[src/rtl/sys_bus_arb_pkg.sv]
// Shared types and constants for the two-primary system bus arbiter.
//   arb_state_t     : arbiter FSM state (IDLE, BUSY)
//   grant_id_t      : index of the primary that owns the bus
//   DEFAULT_TIMEOUT : default secondary-ack timeout in cycles
package sys_bus_arb_pkg;

    typedef enum logic {
        IDLE = 1'b0,
        BUSY = 1'b1
    } arb_state_t;

    typedef logic [0:0] grant_id_t;

    localparam int DEFAULT_TIMEOUT = 64;

endpackage

[src/rtl/sys_bus_arbiter_if.sv]
// Single-transaction request/acknowledge bus between one primary and one
// secondary.
//   req   : transaction request, held until ack
//   addr  : address
//   we    : write enable
//   be    : byte enables
//   wdata : write data
//   ack   : one-cycle completion pulse
//   rdata : read data, valid with ack
// The master modport is the side that issues requests; the slave modport is
// the side that completes them.
interface sys_bus_arbiter_if #(
    parameter int ADDR_W = 32,
    parameter int DATA_W = 32
);
    logic                  req;
    logic [ADDR_W-1:0]     addr;
    logic                  we;
    logic [DATA_W/8-1:0]   be;
    logic [DATA_W-1:0]     wdata;
    logic                  ack;
    logic [DATA_W-1:0]     rdata;

    modport master (
        output req, addr, we, be, wdata,
        input  ack, rdata
    );

    modport slave (
        input  req, addr, we, be, wdata,
        output ack, rdata
    );

endinterface

[src/rtl/sys_bus_arbiter_rr_pick2.sv]
// Combinational two-way round-robin picker.
//   req   : request vector, bit i = primary i
//   last  : primary that completed most recently
//   mask  : requests to ignore this cycle
//   valid : at least one unmasked request
//   id    : winning primary (a lone request wins; a tie goes to the primary
//           that is not last)
module rr_pick2
    import sys_bus_arb_pkg::*;
(
    input  logic [1:0] req,
    input  grant_id_t  last,
    input  logic [1:0] mask,
    output logic       valid,
    output grant_id_t  id
);

    logic [1:0] eff;

    always_comb begin
        eff   = req & ~mask;
        valid = |eff;
        id    = 1'b0;
        case (eff)
            2'b10:   id = 1'b1;
            2'b11:   id = ~last;
            default: id = 1'b0;
        endcase
    end

endmodule

[src/rtl/sys_bus_arbiter.sv]
// Round-robin arbiter sharing one memory secondary between the CPU core
// (primary 0) and the loader / debug DMA (primary 1). One transaction at a
// time; the owner's request is forwarded to the secondary and the ack/rdata
// are routed back to the owner only.
//   clk      : system clock
//   rst      : synchronous active-high reset
//   m0, m1   : primary-facing buses (slave modport)
//   s        : secondary-facing bus (master modport)
//   grant_id : current owner, valid while s.req is high
//   err      : one-cycle pulse when a transaction is aborted by timeout
// Build option SYS_BUS_ARB_TIMEOUT_EN adds the TIMEOUT parameter and an
// abort after TIMEOUT BUSY cycles without s.ack; without it err is tied 0
// and BUSY waits for s.ack indefinitely.
//
// state | meaning
// IDLE  | no owner, secondary idle, waiting for any request
// BUSY  | grant_id owns the bus, request forwarded to the secondary
module sys_bus_arbiter
    import sys_bus_arb_pkg::*;
#(
    parameter int ADDR_W = 32,
    parameter int DATA_W = 32
`ifdef SYS_BUS_ARB_TIMEOUT_EN
    ,
    parameter int TIMEOUT = DEFAULT_TIMEOUT
`endif
) (
    input  logic                     clk,
    input  logic                     rst,
    sys_bus_arbiter_if.slave         m0,
    sys_bus_arbiter_if.slave         m1,
    sys_bus_arbiter_if.master        s,
    output grant_id_t                grant_id,
    output logic                     err
);

    arb_state_t state_q, state_d;
    grant_id_t  gid_q, gid_d;
    grant_id_t  last_q, last_d;

    logic       busy;
    logic       sel1;
    logic       tmo;
    logic       done;
    logic [1:0] pick_mask;
    logic       pick_valid;
    grant_id_t  pick_id;

    logic [ADDR_W-1:0]   fwd_addr;
    logic                fwd_we;
    logic [DATA_W/8-1:0] fwd_be;
    logic [DATA_W-1:0]   fwd_wdata;

    assign busy = (state_q == BUSY);
    assign sel1 = (gid_q == 1'b1);
    assign done = busy && (s.ack || tmo);

    // On completion the finishing primary is masked, so the picker can only
    // hand the bus straight to the other primary (zero-bubble handover).
    assign pick_mask = done ? {sel1, ~sel1} : 2'b00;

    rr_pick2 u_pick (
        .req   ({m1.req, m0.req}),
        .last  (last_q),
        .mask  (pick_mask),
        .valid (pick_valid),
        .id    (pick_id)
    );

`ifdef SYS_BUS_ARB_TIMEOUT_EN
    localparam int CNT_W = $clog2(TIMEOUT + 1);

    logic [CNT_W-1:0] cnt_q;

    // Cleared while idle and on every completion, so each granted
    // transaction starts counting from zero.
    always_ff @(posedge clk) begin
        if (rst || !busy || done) begin
            cnt_q <= '0;
        end else begin
            cnt_q <= cnt_q + 1'b1;
        end
    end

    // A real ack in the timeout cycle wins: no abort, real read data.
    assign tmo = busy && !s.ack && (cnt_q == CNT_W'(TIMEOUT - 1));
    assign err = tmo;
`else
    assign tmo = 1'b0;
    assign err = 1'b0;
`endif

    always_ff @(posedge clk) begin
        if (rst) begin
            state_q <= IDLE;
            gid_q   <= 1'b0;
            last_q  <= 1'b1;
        end else begin
            state_q <= state_d;
            gid_q   <= gid_d;
            last_q  <= last_d;
        end
    end

    always_comb begin
        state_d = state_q;
        gid_d   = gid_q;
        last_d  = last_q;
        case (state_q)
            IDLE: begin
                if (pick_valid) begin
                    state_d = BUSY;
                    gid_d   = pick_id;
                end
            end
            BUSY: begin
                if (done) begin
                    last_d = gid_q;
                    if (pick_valid) begin
                        gid_d = pick_id;
                    end else begin
                        state_d = IDLE;
                    end
                end
            end
            default: state_d = IDLE;
        endcase
    end

    always_comb begin
        fwd_addr  = '0;
        fwd_we    = 1'b0;
        fwd_be    = '0;
        fwd_wdata = '0;
        if (busy) begin
            if (sel1) begin
                fwd_addr  = m1.addr;
                fwd_we    = m1.we;
                fwd_be    = m1.be;
                fwd_wdata = m1.wdata;
            end else begin
                fwd_addr  = m0.addr;
                fwd_we    = m0.we;
                fwd_be    = m0.be;
                fwd_wdata = m0.wdata;
            end
        end
    end

    assign s.req   = busy;
    assign s.addr  = fwd_addr;
    assign s.we    = fwd_we;
    assign s.be    = fwd_be;
    assign s.wdata = fwd_wdata;

    assign m0.ack   = done && !sel1;
    assign m1.ack   = done && sel1;
    // Only a real secondary ack carries data; a timeout abort returns zero.
    assign m0.rdata = (m0.ack && s.ack) ? s.rdata : '0;
    assign m1.rdata = (m1.ack && s.ack) ? s.rdata : '0;

    assign grant_id = gid_q;

endmodule

[src/flat_wrapper.sv]
// flat-port wrapper written by rule: the top's interface ports become plain ports
module sys_bus_arbiter_flat import sys_bus_arb_pkg::*;
#(
    parameter int ADDR_W = 32,
    parameter int DATA_W = 32

)
  (clk, rst, grant_id, err, m0_req, m0_addr, m0_we, m0_be, m0_wdata, m0_ack, m0_rdata, m1_req, m1_addr, m1_we, m1_be, m1_wdata, m1_ack, m1_rdata, s_req, s_addr, s_we, s_be, s_wdata, s_ack, s_rdata);
  sys_bus_arbiter_if #(.ADDR_W(ADDR_W), .DATA_W(DATA_W)) m0_i ();
  sys_bus_arbiter_if #(.ADDR_W(ADDR_W), .DATA_W(DATA_W)) m1_i ();
  sys_bus_arbiter_if #(.ADDR_W(ADDR_W), .DATA_W(DATA_W)) s_i ();
  input  logic clk;
  input  logic rst;
  output grant_id_t grant_id;
  output logic err;
  input wire logic [$bits(m0_i.req)-1:0] m0_req;
  input wire logic [$bits(m0_i.addr)-1:0] m0_addr;
  input wire logic [$bits(m0_i.we)-1:0] m0_we;
  input wire logic [$bits(m0_i.be)-1:0] m0_be;
  input wire logic [$bits(m0_i.wdata)-1:0] m0_wdata;
  output wire logic [$bits(m0_i.ack)-1:0] m0_ack;
  output wire logic [$bits(m0_i.rdata)-1:0] m0_rdata;
  input wire logic [$bits(m1_i.req)-1:0] m1_req;
  input wire logic [$bits(m1_i.addr)-1:0] m1_addr;
  input wire logic [$bits(m1_i.we)-1:0] m1_we;
  input wire logic [$bits(m1_i.be)-1:0] m1_be;
  input wire logic [$bits(m1_i.wdata)-1:0] m1_wdata;
  output wire logic [$bits(m1_i.ack)-1:0] m1_ack;
  output wire logic [$bits(m1_i.rdata)-1:0] m1_rdata;
  output wire logic [$bits(s_i.req)-1:0] s_req;
  output wire logic [$bits(s_i.addr)-1:0] s_addr;
  output wire logic [$bits(s_i.we)-1:0] s_we;
  output wire logic [$bits(s_i.be)-1:0] s_be;
  output wire logic [$bits(s_i.wdata)-1:0] s_wdata;
  input wire logic [$bits(s_i.ack)-1:0] s_ack;
  input wire logic [$bits(s_i.rdata)-1:0] s_rdata;
  assign m0_i.req = m0_req;
  assign m0_i.addr = m0_addr;
  assign m0_i.we = m0_we;
  assign m0_i.be = m0_be;
  assign m0_i.wdata = m0_wdata;
  assign m0_ack = m0_i.ack;
  assign m0_rdata = m0_i.rdata;
  assign m1_i.req = m1_req;
  assign m1_i.addr = m1_addr;
  assign m1_i.we = m1_we;
  assign m1_i.be = m1_be;
  assign m1_i.wdata = m1_wdata;
  assign m1_ack = m1_i.ack;
  assign m1_rdata = m1_i.rdata;
  assign s_req = s_i.req;
  assign s_addr = s_i.addr;
  assign s_we = s_i.we;
  assign s_be = s_i.be;
  assign s_wdata = s_i.wdata;
  assign s_i.ack = s_ack;
  assign s_i.rdata = s_rdata;
  sys_bus_arbiter #(.ADDR_W(ADDR_W), .DATA_W(DATA_W)) u_core (.clk(clk), .rst(rst), .m0(m0_i), .m1(m1_i), .s(s_i), .grant_id(grant_id), .err(err));
endmodule
[config.mk]
export PLATFORM = sky130hd
export DESIGN_NAME = sys_bus_arbiter_flat
export DESIGN_NICKNAME = d
export VERILOG_FILES = /design/src/rtl/sys_bus_arb_pkg.sv /design/src/rtl/sys_bus_arbiter_if.sv /design/src/rtl/sys_bus_arbiter_rr_pick2.sv /design/src/rtl/sys_bus_arbiter.sv /design/src/flat_wrapper.sv
export SDC_FILE = /design/constraint.sdc
export NUM_CORES = 1
export LEC_CHECK = 0
export CORE_AREA = 2 2 123 125
export CTS_BUF_LIST = sky130_fd_sc_hd__clkbuf_2
export DETAILED_ROUTE_END_ITERATION = 8
export DIE_AREA = 0 0 125 127
export HOLD_SLACK_MARGIN = 0.15
export PLACE_DENSITY = 0.52
export SLEW_MARGIN = 10
export SYNTH_ARGS = -nofsm -noshare
export SYNTH_HDL_FRONTEND = slang
export SYNTH_HIERARCHICAL = 1
export SYNTH_SLANG_ARGS = --single-unit
[constraint.sdc]
create_clock -name clk -period 1.7 [get_ports clk]
set_clock_uncertainty 0.1 [all_clocks]
set_input_delay 0.34 -clock clk [delete_from_list [all_inputs] [get_ports clk]]
set_output_delay 0.34 -clock clk [all_outputs]
set_load 0.01 [all_outputs]
* Word level (Yosys, flattened, before mapping) *
Cells that the tools add are included.

storage, ports and cells
  flip-flop bits (word level) = 3
  output and inout bits = 138
  bits in writable memories = 0
  latch bits = 0
  input port bits = 175
  ROM bits = 0
  memories = 0

cells by class
  add/sub/neg operators = 0
  reductions and logical operators = 8
  bitwise gates (word level) = 5
  equality and inequality tests = 3
  shift-type cells = 0
  div/mod/pow operators = 0
  muxes and demuxes = 18
  $mul = 0
  order comparisons = 0

operator list
  cell                                   number
  two-way mux 32 bit                     6
  two-way mux 4 bit                      2
  two-way mux 1 bit                      6
  one-hot mux 1 bit (2 select lines)     3
  logical AND 1 bit                      5
  == test 2 bit (second input constant)  2
  NOT 1 bit                              3
  bitwise AND 2 bit                      1
  two-way mux 2 bit                      1
  != test 2 bit (second input constant)  1
  NOT 2 bit                              1
  AND reduction 2 bit                    1
  OR reduction 2 bit                     1
  zero test 1 bit                        1

* Logic depth before layout (Yosys ltp) *
Gate-level depths: netlist of the first run.

  word-level depth = 9
  depth in mapped cells = 7
  mapped depth without buffers = 6

* By module *
The synthesis of the first run kept the hierarchy.

modules (own cells, without submodules)
  module           cells each  instances  sequential area each (um2)  area each (um2)
  sys_bus_arbiter  277         1          60.1                        1805.5
  rr_pick2         5           1          0.0                         38.8

* Worst setup path after synthesis of the first run *
OpenSTA, ideal clock, no wires.

  kind = flip-flop to flip-flop
  start point = reg u_core.gid_q (netlist: u_core/grant_id)
  end point = reg u_core.gid_q (netlist: u_core/grant_id)
  arrival = 1.337 ns
  path slack = 0.192 ns
  period minus slack after synthesis = 1.508 ns
  stages on the path, launching flop included = 7
  setup time = 0.072 ns
  cells stage by stage = dfxtp_1 > buf_4 > buf_6 > nor2_1 > o21ai_1 > a21boi_1 > mux2i_1

on the way
  elaborated cells on any way between the ends = 11
  classes of those cells = 2 x eq/ne; 5 x mux; 3 x bitwise; 1 x reduce/logical

RTL lines
  item                                    RTL line                                        text
  from (decl)                             sys_bus_arbiter.sv:38                           grant_id_t gid_q, gid_d;
  from (signal assigned)                  sys_bus_arbiter.sv:100                          gid_q <= gid_d;
  NOT 1 bit                               sys_bus_arbiter.sv:60                           assign pick_mask = done ? {sel1, ~sel1} : 2'b00;
  two-way mux 2 bit (*)                   sys_bus_arbiter.sv:60
  NOT 2 bit (*)                           sys_bus_arbiter_rr_pick2.sv:21                  eff = req & ~mask;
  bitwise AND 2 bit (*)                   sys_bus_arbiter_rr_pick2.sv:21
  OR reduction 2 bit (*)                  sys_bus_arbiter_rr_pick2.sv:22                  valid = |eff;
  net u_core.pick_valid                   sys_bus_arbiter.sv:46                           logic pick_valid;
  two-way mux 1 bit (*)                   sys_bus_arbiter.sv:111, sys_bus_arbiter.sv:119
  two-way mux 1 bit                       sys_bus_arbiter.sv:117                          if (done) begin
  one-hot mux 1 bit (2 select lines) (*)  sys_bus_arbiter.sv:109                          case (state_q)

The timed path passes the listed nets; every way through them passes the cells marked *. The select of a mux whose other input is x is not followed.
A chain may end at the register's enable or synchronous reset.

* Worst setup path after layout of the first run *
  start point = reg u_core.gid_q (netlist: u_core/grant_id)
  end point = out s_wdata[9]

on the way
  word-level cells in the longest chain between the ends = 2

RTL lines
  item                RTL line                text
  two-way mux 32 bit  sys_bus_arbiter.sv:136  if (sel1) begin
  two-way mux 32 bit  sys_bus_arbiter.sv:135  if (busy) begin
  to (decl)           flat_wrapper.sv:34      output wire logic [$bits(s_i.wdata)-1:0] s_wdata;

No other way between the ends.

==> impl_metrics.json, run 1 <==
{
  "final_area_um2": 5728,
  "drc": 0,
  "rsz0062_at_grt": "yes",
  "globalRouteOverflowTotal": 0,
  "gp_congestion": 0.8056,
  "clock_path_buffers": 2,
  "grt_pass1_vias": 3481,
  "synth_cell_types": 20,
  "p_total_mw": 1.787,
  "drtIter0Drc": 74,
  "layout.cells.non_filler": 823,
  "h-tree-depth": 1,
  "fin_nets": 814,
  "post_drt_via_cell_ratio": 4.040,
  "status": "finished, violations left",
  "antenna_left": 0,
  "finalHoldViolCount": 0,
  "cp_max_fo": 6,
  "netlist_instances": 282,
  "clkSinkCount": 3,
  "hold_buffers": 0,
  "critPathSlowestCell": "dfxtp_4",
  "clock-root-buffer": "clkbuf_2",
  "area_growth_pct": 210.6,
  "antenna_found_initial": 1,
  "fmax_ghz": 0.5516,
  "syn_nets": 457,
  "crit_family": "buffers and inverters",
  "ys_seq_elements": 3,
  "synth_area_leaders": "mux2i_1 38%, nor2b_1 23%, nor2_1 13%",
  "worst_ep_required_time_ns": 1.26,
  "via_count": 3325,
  "ir_worst_vdd_uv": 107.8,
  "drv_cap": 0,
  "report.final.setup_viol": 101,
  "routed_wl_um": 13010,
  "pwr_density_cell_nw_per_um2": 312.0,
  "wire_per_inst_um": 15.81,
  "die_w_um": 125,
  "dp_hpwl_um": 9004,
  "insertion_delay_ns": 0.21,
  "die_h_um": 127,
  "cp-end-kind": "output pin",
  "cpMostUsedCell": "buf_12",
  "final_common_cell": "clkdlybuf4s50_1",
  "hold_path_class": "flip-flop to flip-flop",
  "final_cell_mix": "173 x clkdlybuf4s50_1, 105 x buf_2, 68 x nor2b_1",
  "grt_max_degree": 30,
  "violations": "negative setup slack",
  "track_usage_pct": 15.08,
  "ioPinCount": 313,
  "p_leak_nw": 2.447,
  "cp-start-kind": "flip-flop",
  "setup_ws_ns": -0.1128,
  "slowest_delay_ns": 0.42,
  "worst-path-buf-inv": 4,
  "start_util_pct": 12.79,
  "yosys.area.top_type": "mux2i_1",
  "cp.arrival_ns": 1.37,
  "numCtsBuffers": 3,
  "worstSetupPathType": "flip-flop to output pin",
  "maxSlewViolCount": 0,
  "place_area_um2": 5204,
  "dieArea_um2": 15880,
  "numPortBuffers": 311,
  "cts_tree": "done",
  "n_fill_cell": 1502,
  "rows": 44,
  "cts.reportedPaths.clkPinSlew_ns": 0.05,
  "synth.top_cell.area_share_pct": 37.99,
  "syn_area_um2": 1844,
  "drive_gt1_share_pct": 41.22,
  "period_needed_ns": 1.813,
  "dp_cells": 766,
  "synth_seq_area_share_pct": 3.256,
  "post-route-period-util_pct": 106.6,
  "first_pass_iters": 4,
  "grt_pass1_wl_um": 18980,
  "yosys_warnings": 6,
  "synth_area_per_cell_um2": 6.540,
  "crit_chain": "buf_6, buf_12, buf_12, mux2i_2, nor2b_1, buf_2",
  "core_um2": 14420
}
## Yosys cell counts
cell type	count
o21ai_1	1
inv_2	1
a31oi_2	1
buf_6	6
conb_1	1
a211o_1	1
inv_1	2
buf_2	6
nand2b_4	2
mux2i_1	70
nor2b_1	69
and3_1	1
nand2_1	34
nor2_1	66
clkbuf_1	7
a21boi_1	1
a21oi_1	1
dfxtp_1	3
buf_4	7
nand2b_1	2
## final cells by class
class	count	area, um^2	area share, %
multi-input cells	253	1807	31.54
inverters	3	11.26	0.1966
flip-flops and latches	3	67.56	1.180
clock buffers	4	20.02	0.3495
well taps	184	230.2	4.019
diodes	1	2.502	0.04369
repair buffers	375	3590	62.67
## metal layers
layer,share of wire [%],vias up,GRT usage [%]
li1,-,1623,-
met1,38,1496,16.80
met2,52,194,28.74
met3,8.4,12,3.308
met4,1.5,0,4.248
met5,0,-,0
## power by group
| group | switching, mW | internal, mW | leakage, nW |
|---|---|---|---|
| Combinational | 0.611 | 0.987 | 2.40 |
| Sequential | 0.0104 | 0.0759 | 0.0261 |
| Clock | 0.0414 | 0.0622 | 0.0166 |
## flip-flops by register name, summed over array words and instances, names as in the netlist
register and cells:
u_core/grant_id 1, u_core/last_q 1, u_core/s.req 1
## timing repair
| action | in CTS | in global routing |
|---|---|---|
| cloned | 14 | 1 |
| pin swaps | 11 | 13 |
| resized for setup | 583 | 69 |
| setup endpoints to repair | 138 | 136 |
| buffers inserted | 39 | 5 |
## logic make-up after synthesis
family / Yosys count / share of synthesized area [%]
muxes: 70 / 37.99
buffers and inverters: 29 / 10.18
and+or+nand+nor: 174 / 46.27
AOI/OAI and AO/OA: 5 / 2.103
DFF: 3 / 3.257
other: 1 / 0.2033
## final timing paths
kind | from | slack, ns | cells after the start | endpoint
setup / recovery | u_core/grant_id$_SDFFE_PP0P_ | -0.11 | 6 | s_wdata[9]
hold / removal | u_core/last_q$_SDFFE_PP1P_ | 0.38 | 1 | u_core/last_q$_SDFFE_PP1P_
setup reg to reg | u_core/s.req$_SDFF_PP0_ | 0.11 | 8 | u_core/grant_id$_SDFFE_PP0P_
hold reg to reg | u_core/last_q$_SDFFE_PP1P_ | 0.38 | 1 | u_core/last_q$_SDFFE_PP1P_
## through the flow
stage	setup slack (ns)	setup TNS [ns]	utilization [%]	hold slack, ns
global route	-0.1994	-15.76	39.71	0.4037
global placement	-0.7099	-61.37	36.08	0.3736
floorplan	0.1917	0	-	0.3124
CTS	-0.1466	-10.06	38.97	0.3826
finish	-0.1128	-5.602	39.71	0.3829
detailed placement	-0.7406	-63.16	36.08	0.3714
Power figures use the tool's default switching activity.
==> run 2, diff against run 1 <==
- ABC_CLOCK_PERIOD_IN_PS: not set -> 1700
- PLACE_DENSITY: 0.52 -> not set
==> impl_metrics.json, run 2 (synthesis gave the netlist of run 1 again) <==
{
  "p_sw_mw": 0.6941,
  "drv_cap": 0,
  "finalHoldViolCount": 0,
  "via_count": 3298,
  "ioPinCount": 313,
  "clock_path_buffers": 2,
  "dp_hpwl_um": 8972,
  "globalRouteOverflowTotal": 0,
  "core_um2": 14420,
  "rrSetupSlack_ns": 0.05,
  "use_met3_pct": 2.931,
  "maxSlewViolCount": 0,
  "post_drt_via_cell_ratio": 4.047,
  "h-tree-depth": 1,
  "status": "finished, violations left",
  "grt_pass1_wl_um": 17150,
  "antenna_left": 0,
  "p_sw_share_pct": 37.71,
  "start_util_pct": 12.79,
  "rows": 44,
  "hold_buffers": 0,
  "cp-end-kind": "output pin",
  "reg2reg_depth": 8,
  "p_leak_nw": 2.516,
  "post-route-period-util_pct": 108.2,
  "whs_ns": 0.4297,
  "dp_cells": 771,
  "antenna_cells": 0,
  "startpoint": "u_core/grant_id$_SDFFE_PP0P_",
  "final_cell_mix": "172 x clkdlybuf4s50_1, 90 x buf_2, 67 x nor2b_1",
  "violations": "negative setup slack",
  "area_growth_pct": 219.1,
  "gp_congestion": 0.8164,
  "drtIter0Drc": 79,
  "busiest_layer": "met2",
  "ir_worst_vdd_uv": 114.9,
  "dieArea_um2": 15880,
  "worstSetupPathType": "flip-flop to output pin",
  "comb_power_share_pct": 89.6,
  "clkSinkCount": 3,
  "numPortBuffers": 311,
  "sequentialPowerShare_pct": 4.9,
  "drc": 0,
  "period_needed_ns": 1.839,
  "crit_path_end": "m0_rdata[16]",
  "first_pass_iters": 3,
  "grt_pass1_vias": 3353,
  "use_met2_pct": 26.63,
  "numCtsBuffers": 3,
  "routed_wl_um": 13160,
  "hold_path_class": "flip-flop to flip-flop",
  "track_usage_pct": 13.17,
  "pwr_density_cell_nw_per_um2": 312.8,
  "insertion_delay_ns": 0.21,
  "cts.reportedPaths.clkPinSlew_ns": 0.05,
  "report.final.setup_viol": 81,
  "grt_use_met1_pct": 13.86,
  "grt_max_degree": 33,
  "worst_ep_required_time_ns": 1.26,
  "fmax_ghz": 0.5439,
  "antenna_found_initial": 0,
  "die_h_um": 127,
  "r2r_end": "u_core/grant_id$_SDFFE_PP0P_",
  "power.internal_mw": 1.146,
  "fin_nets": 807,
  "clock-root-buffer": "clkbuf_2",
  "die_w_um": 125,
  "setup_ws_ns": -0.1387,
  "cts_tree": "done",
  "rsz0062_at_grt": "yes",
  "p_clk_share_pct": 5.5,
  "cp-start-kind": "flip-flop",
  "final_area_um2": 5884,
  "drive_gt1_share_pct": 43.42,
  "cp_max_fo": 5,
  "final_common_cell": "clkdlybuf4s50_1",
  "cp.arrival_ns": 1.40,
  "wire_per_inst_um": 16.15,
  "rr_startpoint": "u_core/s.req$_SDFF_PP0_",
  "layout.cells.non_filler": 815,
  "place_area_um2": 5254
}
run 2: metrics by stage:
stage | setup TNS [ns] | setup WS, ns | total power [mW] | utilization (%)
after floorplan | 0 | 0.1917 | 0.5941 | -
after global placement | -61.34 | -0.6957 | 1.428 | 36.42
after detailed placement | -62.14 | -0.6983 | 1.443 | 36.42
after CTS | -14.38 | -0.2132 | 1.550 | 36.46
after global routing | -13.81 | -0.2063 | 1.956 | 40.80
final | -6.125 | -0.1387 | 1.840 | 40.80
run 2: critical path, stage by stage, from the launching register on:
cell	delay, ns
dfxtp_4	0.36
buf_8	0.14
nand2b_4	0.17
buf_12	0.15
clkbuf_16	0.16
nor2_1	0.07
buf_2	0.13
run 2: repair_timing:
item                                    4_1_cts  5_1_grt
setup buffers                                 8       17
endpoints found under the setup margin      139      135
gates resized for setup                     426      259
pin swaps                                     1        4
gates cloned                                  4       13
run 2: worst min-delay path by stage:
stage / end / cells after the start / from
floorplan: u_core/s.req$_SDFF_PP0_ / 1 / rst
global placement: u_core/last_q$_SDFFE_PP1P_ / 1 / u_core/last_q$_SDFFE_PP1P_
detailed placement: u_core/last_q$_SDFFE_PP1P_ / 1 / u_core/last_q$_SDFFE_PP1P_
CTS: u_core/last_q$_SDFFE_PP1P_ / 1 / u_core/last_q$_SDFFE_PP1P_
global route: u_core/last_q$_SDFFE_PP1P_ / 1 / u_core/last_q$_SDFFE_PP1P_
finish: u_core/last_q$_SDFFE_PP1P_ / 1 / u_core/last_q$_SDFFE_PP1P_
run 2: power groups by stage:
stage	registers, mW	logic (mW)	clock network [mW]
5_1_grt	0.0909	1.75	0.113
3_3_place_gp	0.0920	1.34	0
6_report	0.0896	1.65	0.101
4_1_cts	0.0857	1.35	0.112
3_5_place_dp	0.0919	1.35	0
2_1_floorplan	0.0837	0.510	0
run 2: cell type report:
class / count / area [um^2]
Clock buffer: 4 / 20.02
Inverter: 3 / 11.26
Fill cell: 1479 / 8539
Multi-Input combinational cell: 250 / 1941
Timing Repair Buffer: 371 / 3615
Sequential cell: 3 / 67.56
Tap cell: 184 / 230.2
run 2: metal layers:
layer / up-vias / share of wire, %
met2: 184 / 54
met4: 0 / 1.0
met5: - / 0
met3: 8 / 7.6
met1: 1497 / 38
li1: 1609 / -
